<file path="config.mk">
export PLATFORM = sky130hd
export DESIGN_NAME = ir_packet_receiver
export DESIGN_NICKNAME = d
export VERILOG_FILES = /design/src/rtl/ir_pkg.sv /design/src/rtl/ir_rx_filter.sv /design/src/rtl/ir_packet_receiver.sv
export SDC_FILE = /design/constraint.sdc
export NUM_CORES = 1
export LEC_CHECK = 0
export ABC_AREA = 0
export CORE_MARGIN = 8
export CORE_UTILIZATION = 45
export CTS_BUF_LIST = sky130_fd_sc_hd__clkbuf_8
export DETAILED_ROUTE_END_ITERATION = 7
export PLACE_DENSITY = 0.66
export SYNTH_ARGS = -nofsm -noshare
export SYNTH_HDL_FRONTEND = slang
export SYNTH_HIERARCHICAL = 1
export SYNTH_SLANG_ARGS = --single-unit
</file>
<file path="constraint.sdc">
create_clock -name CLK -period 3.8 [get_ports CLK]
set_clock_uncertainty 0.1 [all_clocks]
set_input_delay 0.76 -clock CLK [delete_from_list [all_inputs] [get_ports CLK]]
set_output_delay 0.76 -clock CLK [all_outputs]
set_load 0.05 [all_outputs]
</file>
<file path="src/rtl/ir_pkg.sv">
// Shared IR packet definitions for the car transmitter and receiver.
// Nominal lengths are in carrier-pulse units.
package ir_pkg;

  typedef enum logic [1:0] {
    IDLE,
    START,
    GAP,
    BURST
  } rx_state_t;

  localparam logic [2:0] FLD_CAR   = 3'd0;
  localparam logic [2:0] FLD_RIGHT = 3'd1;
  localparam logic [2:0] FLD_LEFT  = 3'd2;
  localparam logic [2:0] FLD_BACK  = 3'd3;
  localparam logic [2:0] FLD_FWD   = 3'd4;

  localparam int NOM_START = 191;
  localparam int NOM_GAP   = 25;
  localparam int NOM_LONG  = 47;
  localparam int NOM_SHORT = 22;

  localparam int CLKS_PER_PULSE_DEF = 2778;

  // COMMAND bit owned by a direction field
  function automatic logic [3:0] fld_mask(
    input logic [2:0] fld
  );
    logic [3:0] m;
    m = 4'b0000;
    unique case (1'b1)
      (fld == FLD_RIGHT): m = 4'b1000;
      (fld == FLD_LEFT):  m = 4'b0100;
      (fld == FLD_BACK):  m = 4'b0010;
      (fld == FLD_FWD):   m = 4'b0001;
      default:            m = 4'b0000;
    endcase
    return m;
  endfunction

endpackage

</file>
<file path="src/rtl/ir_rx_filter.sv">
// IR envelope synchroniser and glitch filter with edge strobes.
// Both edges see the same delay, so measured widths are preserved.
module ir_rx_filter #(
  parameter int FILTER_CLKS = 16
) (
  input  logic CLK,
  input  logic RESET,
  input  logic ir_rx,
  output logic rx_filt,
  output logic rx_rise,
  output logic rx_fall
);

  localparam int CW = $clog2(FILTER_CLKS + 1);

  logic          sync1;
  logic          sync2;
  logic [CW-1:0] cnt;

  always_ff @(posedge CLK or posedge RESET) begin
    if (RESET) begin
      sync1   <= 1'b0;
      sync2   <= 1'b0;
      cnt     <= '0;
      rx_filt <= 1'b0;
      rx_rise <= 1'b0;
      rx_fall <= 1'b0;
    end else begin
      sync1   <= ir_rx;
      sync2   <= sync1;
      rx_rise <= 1'b0;
      rx_fall <= 1'b0;
      if (sync2 == rx_filt) begin
        cnt <= '0;
      end else if (cnt == CW'(FILTER_CLKS - 1)) begin
        cnt     <= '0;
        rx_filt <= sync2;
        rx_rise <= sync2;
        rx_fall <= ~sync2;
      end else begin
        cnt <= cnt + 1'b1;
      end
    end
  end

endmodule

</file>
<file path="src/rtl/ir_packet_receiver.sv">
// Car IR packet decoder: measures bursts and gaps in carrier pulses
// and recovers the 4-bit direction command.
module ir_packet_receiver
  import ir_pkg::*;
#(
  parameter int CLKS_PER_PULSE = CLKS_PER_PULSE_DEF,
  parameter int FILTER_CLKS    = 16,
  parameter int START_MIN      = 160,
  parameter int START_MAX      = 220,
  parameter int LONG_MIN       = 35,
  parameter int LONG_MAX       = 60,
  parameter int SHORT_MIN      = 12,
  parameter int GAP_MIN        = 15,
  parameter int GAP_MAX        = 40
) (
  input  logic       CLK,
  input  logic       RESET,
  input  logic       IR_RX,
  output logic [3:0] COMMAND,
  output logic       PACKET_VALID,
  output logic       RX_ERROR,
  output logic       BUSY
);

  localparam logic [11:0] TICK_LAST = 12'(CLKS_PER_PULSE - 1);

  logic        rx_filt;
  logic        rx_rise;
  logic        rx_fall;
  logic [11:0] tick_cnt;
  logic [7:0]  pulse_cnt;
  logic        tick_wrap;
  logic [7:0]  len;
  logic        in_start;
  logic        in_long;
  logic        in_short;

  rx_state_t   state_q;
  rx_state_t   state_d;
  logic [2:0]  fld_q;
  logic [2:0]  fld_d;
  logic [3:0]  shadow_q;
  logic [3:0]  shadow_d;
  logic        err_d;
  logic        valid_d;

  ir_rx_filter #(
    .FILTER_CLKS(FILTER_CLKS)
  ) u_filter (
    .CLK    (CLK),
    .RESET  (RESET),
    .ir_rx  (IR_RX),
    .rx_filt(rx_filt),
    .rx_rise(rx_rise),
    .rx_fall(rx_fall)
  );

  assign tick_wrap = (tick_cnt == TICK_LAST);

  always_ff @(posedge CLK or posedge RESET) begin
    if (RESET) begin
      tick_cnt  <= '0;
      pulse_cnt <= '0;
    end else if (rx_rise || rx_fall) begin
      tick_cnt  <= '0;
      pulse_cnt <= '0;
    end else if (tick_wrap) begin
      tick_cnt <= '0;
      if (pulse_cnt != 8'hFF) pulse_cnt <= pulse_cnt + 8'd1;
    end else begin
      tick_cnt <= tick_cnt + 12'd1;
    end
  end

  // Edge cycle is part of the segment, so fold in its pending wrap
  assign len = (tick_wrap && pulse_cnt != 8'hFF) ?
               pulse_cnt + 8'd1 : pulse_cnt;

  assign in_start = (len >= 8'(START_MIN)) && (len <= 8'(START_MAX));
  assign in_long  = (len >= 8'(LONG_MIN)) && (len <= 8'(LONG_MAX));
  assign in_short = (len >= 8'(SHORT_MIN)) && (len < 8'(LONG_MIN));

  always_comb begin
    state_d  = state_q;
    fld_d    = fld_q;
    shadow_d = shadow_q;
    err_d    = 1'b0;
    valid_d  = 1'b0;
    unique case (state_q)
      IDLE: begin
        if (rx_rise) begin
          state_d  = START;
          shadow_d = 4'b0000;
        end
      end
      START: begin
        if (rx_fall) begin
          state_d = in_start ? GAP : IDLE;
          fld_d   = FLD_CAR;
        end
      end
      GAP: begin
        if (rx_rise) begin
          if (len < 8'(GAP_MIN)) begin
            err_d    = 1'b1;
            state_d  = START;
            shadow_d = 4'b0000;
          end else if (len > 8'(GAP_MAX)) begin
            err_d   = 1'b1;
            state_d = IDLE;
          end else begin
            state_d = BURST;
          end
        end else if (!rx_filt && pulse_cnt > 8'(GAP_MAX)) begin
          err_d   = 1'b1;
          state_d = IDLE;
        end
      end
      BURST: begin
        if (rx_fall) begin
          if (fld_q == FLD_CAR) begin
            if (in_long) begin
              state_d = GAP;
              fld_d   = fld_q + 3'd1;
            end else begin
              err_d   = 1'b1;
              state_d = IDLE;
            end
          end else if (in_long || in_short) begin
            shadow_d = in_long ? (shadow_q | fld_mask(fld_q)) :
                                 (shadow_q & ~fld_mask(fld_q));
            if (fld_q == FLD_FWD) begin
              valid_d = 1'b1;
              state_d = IDLE;
            end else begin
              state_d = GAP;
              fld_d   = fld_q + 3'd1;
            end
          end else begin
            err_d   = 1'b1;
            state_d = IDLE;
          end
        end
      end
      default: state_d = IDLE;
    endcase
  end

  always_ff @(posedge CLK or posedge RESET) begin
    if (RESET) begin
      state_q      <= IDLE;
      fld_q        <= FLD_CAR;
      shadow_q     <= 4'b0000;
      COMMAND      <= 4'b0000;
      PACKET_VALID <= 1'b0;
      RX_ERROR     <= 1'b0;
    end else begin
      state_q      <= state_d;
      fld_q        <= fld_d;
      shadow_q     <= shadow_d;
      PACKET_VALID <= valid_d;
      RX_ERROR     <= err_d;
      if (valid_d) COMMAND <= shadow_d;
    end
  end

  assign BUSY = (state_q != IDLE);

endmodule

</file>
==> metrics.md, run 1 <==
| Metric | Value |
|---|---|
| Placement Setup Slack | `0.723 ns` |
| Max incr delay on CP | `0.47 ns` |
| Slew Viols, Final | `0` |
| Worst slew pin tran | `0.546 ns` |
| Vias | `2145` |
| Height of the die | `94.9 µm` |
| HPWL after detailed placement | `4.20 mm` |
| Final Critical Period | `3.15 ns` |
| Vias/cell | `5.74` |
| Hold-fix buffers, CTS | `0` |
| CTS root buf | `clkbuf_8` |
| Post-synth EDFFs | `0` |
| Startpoint Class | `flop` |
| Syn_nets | `302` |
| Fraction of layout cells with a size suffix above 1 | `13.7%` |
| Commonest non-fill, non-tap cell in the layout | `dfrtp_1` |
| Area Growth Syn to Fin | `9.74%` |
| WS Path Type | `flop to flop` |
| Clock latency on the worst-skew pair | `0.30 ns` |
| Die width | `94.9 µm` |
| ANT nets after route | `0` |
| CTS tree | `done` |
| Core box area | `0.00596 mm²` |
| Clock Path Buffers | `2` |
| Largest fanout on the critical path | `12` |
| Total GRT Usage | `13.5%` |
| Clock sink count | `44` |
| Initial antenna violation count | `0` |
| Routed WL per cell | `15.3 µm` |
| Die area | `0.00900 mm²` |
| Sequential area share after synthesis | `39.3%` |
| Post-synthesis cell type count | `70` |
| Post-CTS setup buffer count | `0` |
| Async SR Flop Fraction | `100%` |
| Setup Viol. Count Final | `0` |
| Largest net degree at the start of global routing | `35` |
| Synth Flop Type | `dfrtp_1` |
| Pwr Density | `301 mW/mm²` |
| WL final | `5.73 mm` |
| Critical path's slowest cell | `dfrtp_1` |
| Cells resized by post-CTS repair | `0` |
| Clock slew seen by the registers of the worst setup and hold paths | `0.09 ns` |
| Total of max-cap violations | `0` |
| Synthesized cell area | `0.00280 mm²` |
| Number of CTS-inserted buffers | `5` |
| Max_slew headroom | `63.4%` |
| Fillers | `572` |
| Syn_area_per_cell | `9.69 µm²` |
| Final worst setup slack | `0.655 ns` |
| PortBufs | `9` |
| Hold WC Path Type | `flop to flop` |
| Final hold vios | `0` |
| Setup TNS | `0 ns` |
| Yosys warning count | `6` |
| Leak pwr | `1.35 nW` |
| RSZ-0062 raised after global routing | `no` |
| #FFs+latches synth | `44` |
| Worst IR drop on VDD | `0.272 mV` |
| Number of global-route vias before repair | `2124` |
| GP Congestion | `0.875` |
| Initial DRC count | `155` |
| First-pass GRT wire length | `9.89 mm` |
| NumNets Final | `311` |
| Most frequent cells in the layout | `dfrtp_1, nor2_1, inv_1` |
| DRT Pass-1 Iters | `4` |
| Antenna Cells | `0` |
| H-Tree Level Count | `2` |
| Final hold slack | `0.255 ns` |
| Status | `finished, final reports clean` |
| Total gr overflow | `0` |
| Tot Pwr | `0.926 mW` |
| Period utilization | `82.8%` |
| WP data arrival | `3.24 ns` |
| CP cell instances | `ha_1 -> nand3_1 -> nor2_2 -> nor3_4 -> xnor2_1 -> nand4_1 -> a31oi_1 -> o211ai_1 -> mux2_4` |
| I/O pin cnt | `10` |
| Starting Density | `47.0%` |
| CP endpoint kind | `flop` |
| F_max | `318 MHz` |
| Req. time, crit path | `3.89 ns` |
| DRC Markers | `0` |
| Cell Rows | `28` |
| Synthesized netlist cell count | `289` |
## registers in the layout, indices dropped and copies added, names as in the netlist, 2 cells and up
register / cells
state_q: 2
COMMAND: 4
pulse_cnt: 8
shadow_q: 3
fld_q: 3
tick_cnt: 12
u_filter/cnt: 5
## cell families after synthesis
family	synth area share, %
xor+xnor	5.63
buf+inv	3.75
fa+ha+maj	4.47
simple gates	28.0
mux	3.13
compound gates	15.7
flops	39.3
## per-layer routing
layer	vias to the layer above	GRT usage, %	part of all wire (%)
met5	-	0	0
met4	0	4.29	1.3
met3	9	2.78	3.6
met2	29	22.7	48
met1	1055	17.1	47
li1	1052	-	-
## critical path: cells and delay by family (launching register included)
family | cells | cell delay (ns)
AND/OR/NAND/NOR | 4 | 0.78
adder cells (fa/ha/maj) | 1 | 0.46
flip-flops | 1 | 0.47
multiplexers | 1 | 0.28
AO/OA/AOI/OAI | 2 | 0.57
XOR/XNOR | 1 | 0.37
## power breakdown
group / switching, mW / internal [mW] / total (mW)
combinational: 0.0218 / 0.0194 / 0.0412
clock: 0.174 / 0.198 / 0.373
sequential: 0.0267 / 0.485 / 0.512
## final timing paths
path / start / end / slack [ns] / cells after the start
worst max-delay path: pulse_cnt[0] / COMMAND[1] / 0.65 / 9
worst min-delay path: u_filter/sync1 / u_filter/sync2 / 0.26 / 0
worst max register to register: pulse_cnt[0] / COMMAND[1] / 0.65 / 9
worst min register to register: u_filter/sync1 / u_filter/sync2 / 0.26 / 0
max in group asynchronous: RESET / state_q[1] / 2.49 / 3
min in group asynchronous: RESET / u_filter/sync1 / 0.66 / 2
## Yosys cell counts (all sizes together), types with 5 or more instances
library cell	instances	share of area, %
a21oi	6	1.1
a31oi	7	2.0
and2	5	1.2
and3	6	1.4
clkbuf	5	0.67
dfrtp	44	39
ha	10	4.5
inv	19	2.5
mux2	5	2.4
nand2	17	2.3
nand3	19	4.0
nand4	7	1.8
nor2	36	5.2
nor3	5	1.8
o21ai	17	3.0
xnor2	7	2.2
xor2	11	3.4
## final cells by class
| type | count | area [µm²] | share of cell area, % |
|---|---|---|---|
| clock inverters | 3 | 46.3 | 1.51 |
| clock buffers | 5 | 68.8 | 2.24 |
| well taps | 75 | 93.8 | 3.05 |
| inverters | 19 | 71.3 | 2.32 |
| repair buffers | 10 | 97.6 | 3.18 |
| flip-flops and latches | 44 | 1100 | 35.8 |
| multi-input cells | 218 | 1590 | 51.9 |
## metrics by stage
| stage | instance area [µm²] | instances | util (%) |
|---|---|---|---|
| CTS | 3070 | 374 | 51.6 |
| floorplan | 2800 | 289 | - |
| finish | 3070 | 374 | 51.6 |
| global route | 3070 | 374 | 51.6 |
| global placement | 2960 | 366 | 49.7 |
| detailed placement | 2960 | 366 | 49.7 |
No activity file was read; power rests on OpenSTA's default activity.
==> run 2, diff against run 1 <==
PLACE_DENSITY = 0.68   (was 0.66)
clock period = 2.7 ns   (was 3.8 ns; I/O delays follow)
==> run 2 against run 1 <==
  * Setup slack worse by 0.63 ns
  * Combinational power up 75%
  * Non-clock buffer count up 36
  * Critical path depth up 1
  * Total power up 42%
  * First-iteration DRC count unchanged
  * Critical path type unchanged
  * Flip-flop and latch count unchanged
  * Largest power group unchanged
  * Routed wire length up 15%
  * Fmax up 18%
  * Critical endpoint unchanged
==> metrics.md, run 2 (synthesis gave the netlist of run 1 again) <==
| Metric | Value |
|---|---|
| Fraction of layout cells with a size suffix above 1 | `27.5% (+14 points)` |
| Final hold vios | `0 (unchanged)` |
| Max incr delay on CP | `0.51 ns (+0.04 ns)` |
| CTS root buf | `clkbuf_8` |
| DRC Markers | `0 (unchanged)` |
| Core box area | `0.00596 mm² (unchanged)` |
| Critical path's top delay family | `simple AND/OR/NAND/NOR gates` |
| Leak pwr | `1.58 nW (+18%)` |
| CTS tree | `done` |
| Fillers | `521 (-8.9%)` |
| DRT Pass-1 Iters | `4 (unchanged)` |
| Die width | `94.9 µm (unchanged)` |
| Initial antenna violation count | `0 (unchanged)` |
| NumNets Final | `347 (+12%)` |
| Reg with most FFs | `tick_cnt` |
| Hold-fix buffers, CTS | `0 (unchanged)` |
| Clock latency on the worst-skew pair | `0.31 ns (about the same)` |
| Starting Density | `47.0% (unchanged)` |
| Max reg flops | `12 (unchanged)` |
| WL final | `6.59 mm (+15%)` |
| Startpoint Class | `flop` |
| Vias | `2313 (+7.8%)` |
| Routed WL per cell | `16.1 µm (+5.0%)` |
| Largest fanout on the critical path | `8 (-4)` |
| Non-filler cells, final | `410 (+9.6%)` |
| Number of global-route vias before repair | `2292 (+7.9%)` |
| Most frequent cells in the layout | `dfrtp_1, buf_4, nor2_1` |
| Setup TNS | `0 ns (unchanged)` |
| Total of max-cap violations | `0 (unchanged)` |
| H-Tree Level Count | `2 (unchanged)` |
| Commonest non-fill, non-tap cell in the layout | `dfrtp_1` |
| Largest net degree at the start of global routing | `35 (unchanged)` |
| Worst Path Buf+Inv | `1 (+1)` |
| Cell Rows | `28 (unchanged)` |
| Layout Utilization | `58.6% (+7.0 points)` |
| Req. time, crit path | `2.79 ns (-1.10 ns)` |
| Max_slew headroom | `66.7% (+3.3 points)` |
| F_max | `374 MHz (+18%)` |
| Status | `finished, final reports clean` |
| GP Congestion | `0.909 (+3.9%)` |
| Area Growth Syn to Fin | `24.6%` |
| WS Path Type | `flop to flop` |
| Setup Viol. Count Final | `0 (unchanged)` |
| Worst slew pin tran | `0.499 ns (-0.0474 ns)` |
| Number of CTS-inserted buffers | `5 (unchanged)` |
| Pwr Density | `377 mW/mm² (+25%)` |
| WP data arrival | `2.77 ns (-0.47 ns)` |
| Fin area | `0.00349 mm² (+14%)` |
| I/O pin cnt | `10 (unchanged)` |
| Critical path's slowest cell | `or4_4` |
| Total GRT Usage | `14.9% (+1.3 points)` |
| Height of the die | `94.9 µm (unchanged)` |
| First-pass GRT wire length | `10.8 mm (+8.7%)` |
| Clock slew seen by the registers of the worst setup and hold paths | `0.09 ns (about the same)` |
| CP endpoint kind | `flop` |
| Initial DRC count | `155 (unchanged)` |
| Worst IR drop on VDD | `0.369 mV (+36%)` |
| Placed standard-cell area | `0.00318 mm² (+7.4%)` |
| Clock Path Buffers | `2 (unchanged)` |
| Clock sink count | `44 (unchanged)` |
| Final Critical Period | `2.67 ns (-0.473 ns)` |
| Placed Cells | `395 (+7.9%)` |
| HPWL after detailed placement | `4.59 mm (+9.3%)` |
| Hold WC Path Type | `flop to flop` |
| PortBufs | `9 (unchanged)` |
| Total gr overflow | `0 (unchanged)` |
| RSZ-0062 raised after global routing | `yes` |
| Slew Viols, Final | `0 (unchanged)` |
| ANT nets after route | `0 (unchanged)` |
| Die area | `0.00900 mm² (unchanged)` |
| CP cell instances | `inv_2 -> ha_4 -> and4b_2 -> nand3_2 -> or4_4 -> o311ai_4 -> nand3_4 -> a22oi_4 -> nor2_4 -> mux2_4` |
| Vias/cell | `5.64 (-1.6%)` |
| Top Registers | `tick_cnt x12, pulse_cnt x8, u_filter/cnt x5` |
| Antenna Cells | `0 (unchanged)` |
| Period utilization | `99.0% (+16 points)` |
## run 2: cell count changes in the layout (fill, tap and decap cells not counted), moves of 2 or more
cell	change
a31oi_4	+2
xnor2_1	-2
buf_4	+36
xor2_2	+2
nand3_1	-2
xor2_1	-2
nand3_2	+2
## run 2: power breakdown
part,internal (mW),total [mW],switching (mW)
registers,0.683,0.718,0.0346
logic,0.0356,0.0720,0.0365
clock network,0.279,0.525,0.246
total,0.998,1.32,0.317
## run 2: worst paths after layout
path                                  end  slack, ns  cells past startpoint           start
min in group asynchronous  u_filter/sync2       0.43                      2           RESET
max in group asynchronous     shadow_q[1]       1.61                      3           RESET
setup / recovery               COMMAND[1]       0.03                     10     tick_cnt[1]
hold / removal             u_filter/sync2       0.26                      0  u_filter/sync1
setup reg to reg               COMMAND[1]       0.03                     10     tick_cnt[1]
hold reg to reg            u_filter/sync2       0.26                      0  u_filter/sync1
## run 2: routing by layer
layer | part of all wire (%) | vias up | GRT usage (%)
li1 | - | 1126 | -
met1 | 46 | 1122 | 19.5
met2 | 49 | 54 | 23.4
met3 | 4.3 | 11 | 2.70
met4 | 1.5 | 0 | 6.63
met5 | 0 | - | 0
## run 2: area by class of cell
cell class | count | area [µm²] | share of cell area, %
clock inverter | 3 | 46.3 | 1.33
inverter | 19 | 71.3 | 2.04
multi-input combinational | 218 | 1740 | 49.9
clock buffer | 5 | 68.8 | 1.97
timing repair buffer | 46 | 368 | 10.5
tap | 75 | 93.8 | 2.69
sequential | 44 | 1100 | 31.6
## run 2: stage by stage
step / setup slack, ns / total power, mW / hold WS (ns)
floorplan: 0.0764 / 0.769 / 0.231
global placement: -0.0251 / 0.795 / 0.236
detailed placement: -0.115 / 0.799 / 0.240
CTS: 0.00312 / 1.32 / 0.261
global route: -0.0566 / 1.36 / 0.262
finish: 0.0281 / 1.32 / 0.257
## run 2: timing repair
action | CTS | global route
buffers inserted | 1 | 6
resized for setup | 9 | 15
pin swaps | 6 | 10
setup endpoints to repair | 10 | 11
==> run 3, diff against run 2 <==
CELL_PAD_IN_SITES_DETAIL_PLACEMENT = 0   (was not set)
CELL_PAD_IN_SITES_GLOBAL_PLACEMENT = 2   (was not set)
CORE_UTILIZATION = 37   (was 45)
PLACE_DENSITY = 0.82   (was 0.68)
==> run 3 against run 2 <==
  * Clock-buffer cell count rose by 1
  * Critical path depth did not move
  * Cell count rose by 8.3%
  * Critical path type unchanged
  * Largest cell class unchanged
  * Largest power group unchanged
==> metrics.md, run 3 (synthesis gave the netlist of run 1 again) <==
| Metric | Value |
|---|---|
| Clock latency on the worst-skew pair | `0.30 ns (about the same)` |
| Slew Viols, Final | `0 (unchanged)` |
| ANT nets after route | `0 (unchanged)` |
| NumNets Final | `357 (+2.9%)` |
| PortBufs | `9 (unchanged)` |
| Reg with most FFs | `tick_cnt` |
| Largest net degree at the start of global routing | `35 (unchanged)` |
| Startpoint Class | `flop` |
| Worst slew pin tran | `0.509 ns (+0.0103 ns)` |
| Fraction of layout cells with a size suffix above 1 | `28.4% (+0.94 points)` |
| Leak pwr | `1.62 nW (+2.0%)` |
| Vias | `2287 (-1.1%)` |
| Starting Density | `38.4% (-8.6 points)` |
| Worst IR drop on VDD | `0.241 mV (-35%)` |
| Setup Viol. Count Final | `0 (unchanged)` |
| Final hold vios | `0 (unchanged)` |
| Total GRT Usage | `13.1% (-1.8 points)` |
| Top Registers | `tick_cnt x12, pulse_cnt x8, u_filter/cnt x5` |
| WL final | `6.28 mm (-4.7%)` |
| Min-Delay Startpoint | `u_filter/sync1` |
| Largest fanout on the critical path | `8 (unchanged)` |
| Most frequent cells in the layout | `dfrtp_1, buf_4, nor2_1` |
| Cell Rows | `31 (+11%)` |
| GP Congestion | `0.834 (-8.2%)` |
| Routed WL per cell | `14.2 µm (-12%)` |
| Total gr overflow | `0 (unchanged)` |
| Initial antenna violation count | `0 (unchanged)` |
| H-Tree Level Count | `2 (unchanged)` |
| WS Path Type | `flop to flop` |
| CP endpoint kind | `flop` |
| Clock sink count | `44 (unchanged)` |
| Clock slew seen by the registers of the worst setup and hold paths | `0.09 ns (about the same)` |
| Vias/cell | `5.15 (-8.7%)` |
| Non-filler cells, final | `444 (+8.3%)` |
| Max reg flops | `12 (unchanged)` |
| Total of max-cap violations | `0 (unchanged)` |
| Core box area | `0.00729 mm² (+22%)` |
| DRC Markers | `0 (unchanged)` |
| CTS root buf | `clkbuf_8` |
| Final Critical Period | `2.68 ns (+0.00601 ns)` |
| Final hold slack | `0.261 ns (+0.00370 ns)` |
| Antenna Cells | `0 (unchanged)` |
| DRT Pass-1 Iters | `6 (+2)` |
| Placed Cells | `429 (+8.6%)` |
| Setup slack, reg-to-reg | `0.02 ns (about the same)` |
| F_max | `373 MHz (-0.22%)` |
| Number of CTS-inserted buffers | `5 (unchanged)` |
| CP Launch Point | `tick_cnt[1]` |
| Period utilization | `99.2% (+0.22 points)` |
| Area Growth Syn to Fin | `28.4%` |
| WP data arrival | `2.77 ns (about the same)` |
| Pwr Density | `372 mW/mm² (-1.3%)` |
| Die area | `0.0106 mm² (+18%)` |
| RSZ-0062 raised after global routing | `yes` |
| Number of global-route vias before repair | `2257 (-1.5%)` |
| First-pass GRT wire length | `10.9 mm (+1.4%)` |
| Initial DRC count | `129 (-17%)` |
| I/O pin cnt | `10 (unchanged)` |
| Layout Utilization | `49.3% (-9.3 points)` |
| Req. time, crit path | `2.79 ns (about the same)` |
| HPWL after detailed placement | `4.73 mm (+3.1%)` |
| Status | `finished, final reports clean` |
| Clock Path Buffers | `2 (unchanged)` |
| Die width | `103 µm (+8.5%)` |
| Hold WC Path Type | `flop to flop` |
| R2R Path Start | `tick_cnt[1]` |
| Max_slew headroom | `66.1% (-0.59 points)` |
| Height of the die | `103 µm (+8.5%)` |
| CTS tree | `done` |
[run 3: changes by cell type in the layout (fill, tap and decap cells not counted), sizes merged]
cell and delta:
clkinv +1, buf +10, clkbuf +1, inv -1, clkinvlp -1
[run 3: metrics by stage]
| step | total power, mW | cell area (µm²) | worst slack [ns] | TNS [ns] |
|---|---|---|---|---|
| final | 1.34 | 3590 | 0.0221 | 0 |
| after global routing | 1.40 | 3590 | -0.0600 | -0.323 |
| after CTS | 1.36 | 3470 | 0.00853 | 0 |
| after detailed placement | 0.810 | 3280 | -0.111 | -0.481 |
| after global placement | 0.808 | 3280 | -0.0364 | -0.115 |
| after floorplan | 0.769 | 2800 | 0.0764 | 0 |
[run 3: layout make-up]
| class | instances | area, µm² |
|---|---|---|
| clock buffers | 6 | 82.6 |
| clock inverters | 2 | 38.8 |
| fillers | 697 | 3700 |
| inverters | 19 | 71.3 |
| well taps | 99 | 124 |
| multi-input cells | 218 | 1720 |
| flip-flops and latches | 44 | 1100 |
| repair buffers | 56 | 454 |
[run 3: worst paths after layout]
path                              endpoint  cells after the start
hold / removal              u_filter/sync2                      0
min in group asynchronous  u_filter/cnt[1]                      2
setup reg to reg                COMMAND[3]                     10
hold reg to reg             u_filter/sync2                      0
max in group asynchronous     tick_cnt[11]                      3
setup / recovery                COMMAND[3]                     10
[run 3: power by group]
group	leakage, nW	switching (mW)	internal (mW)	total (mW)
sequential	0.594	0.0315	0.683	0.715
combinational	0.962	0.0408	0.0432	0.0840
clock	0.0614	0.236	0.303	0.539
total	1.62	0.309	1.03	1.34
[run 3: timing repair]
item	CTS	global route
hold buffers	0	0
gates resized for setup	12	11
pin swaps	6	11
buffers inserted	1	7
endpoints found under the setup margin	9	11
gates cloned	0	0
hold endpoints to repair	0	0
[run 3: worst max-delay path, stage by stage, from the launching register on]
cell and delay (ns):
dfrtp_1 0.39, inv_2 0.07, ha_4 0.14, and4b_2 0.30, nand3_2 0.12, or4_4 0.51, o311ai_4 0.10, nand3_4 0.14
a22oi_4 0.33, nor2_4 0.07, mux2_4 0.30
[run 3: routing by layer]
layer,routed length [µm],share of wire [%],GRT usage (%)
met4,80,1.3,3.67
met1,3210,51,18.5
met3,242,3.9,2.50
met5,0,0,0
met2,2760,44,19.6
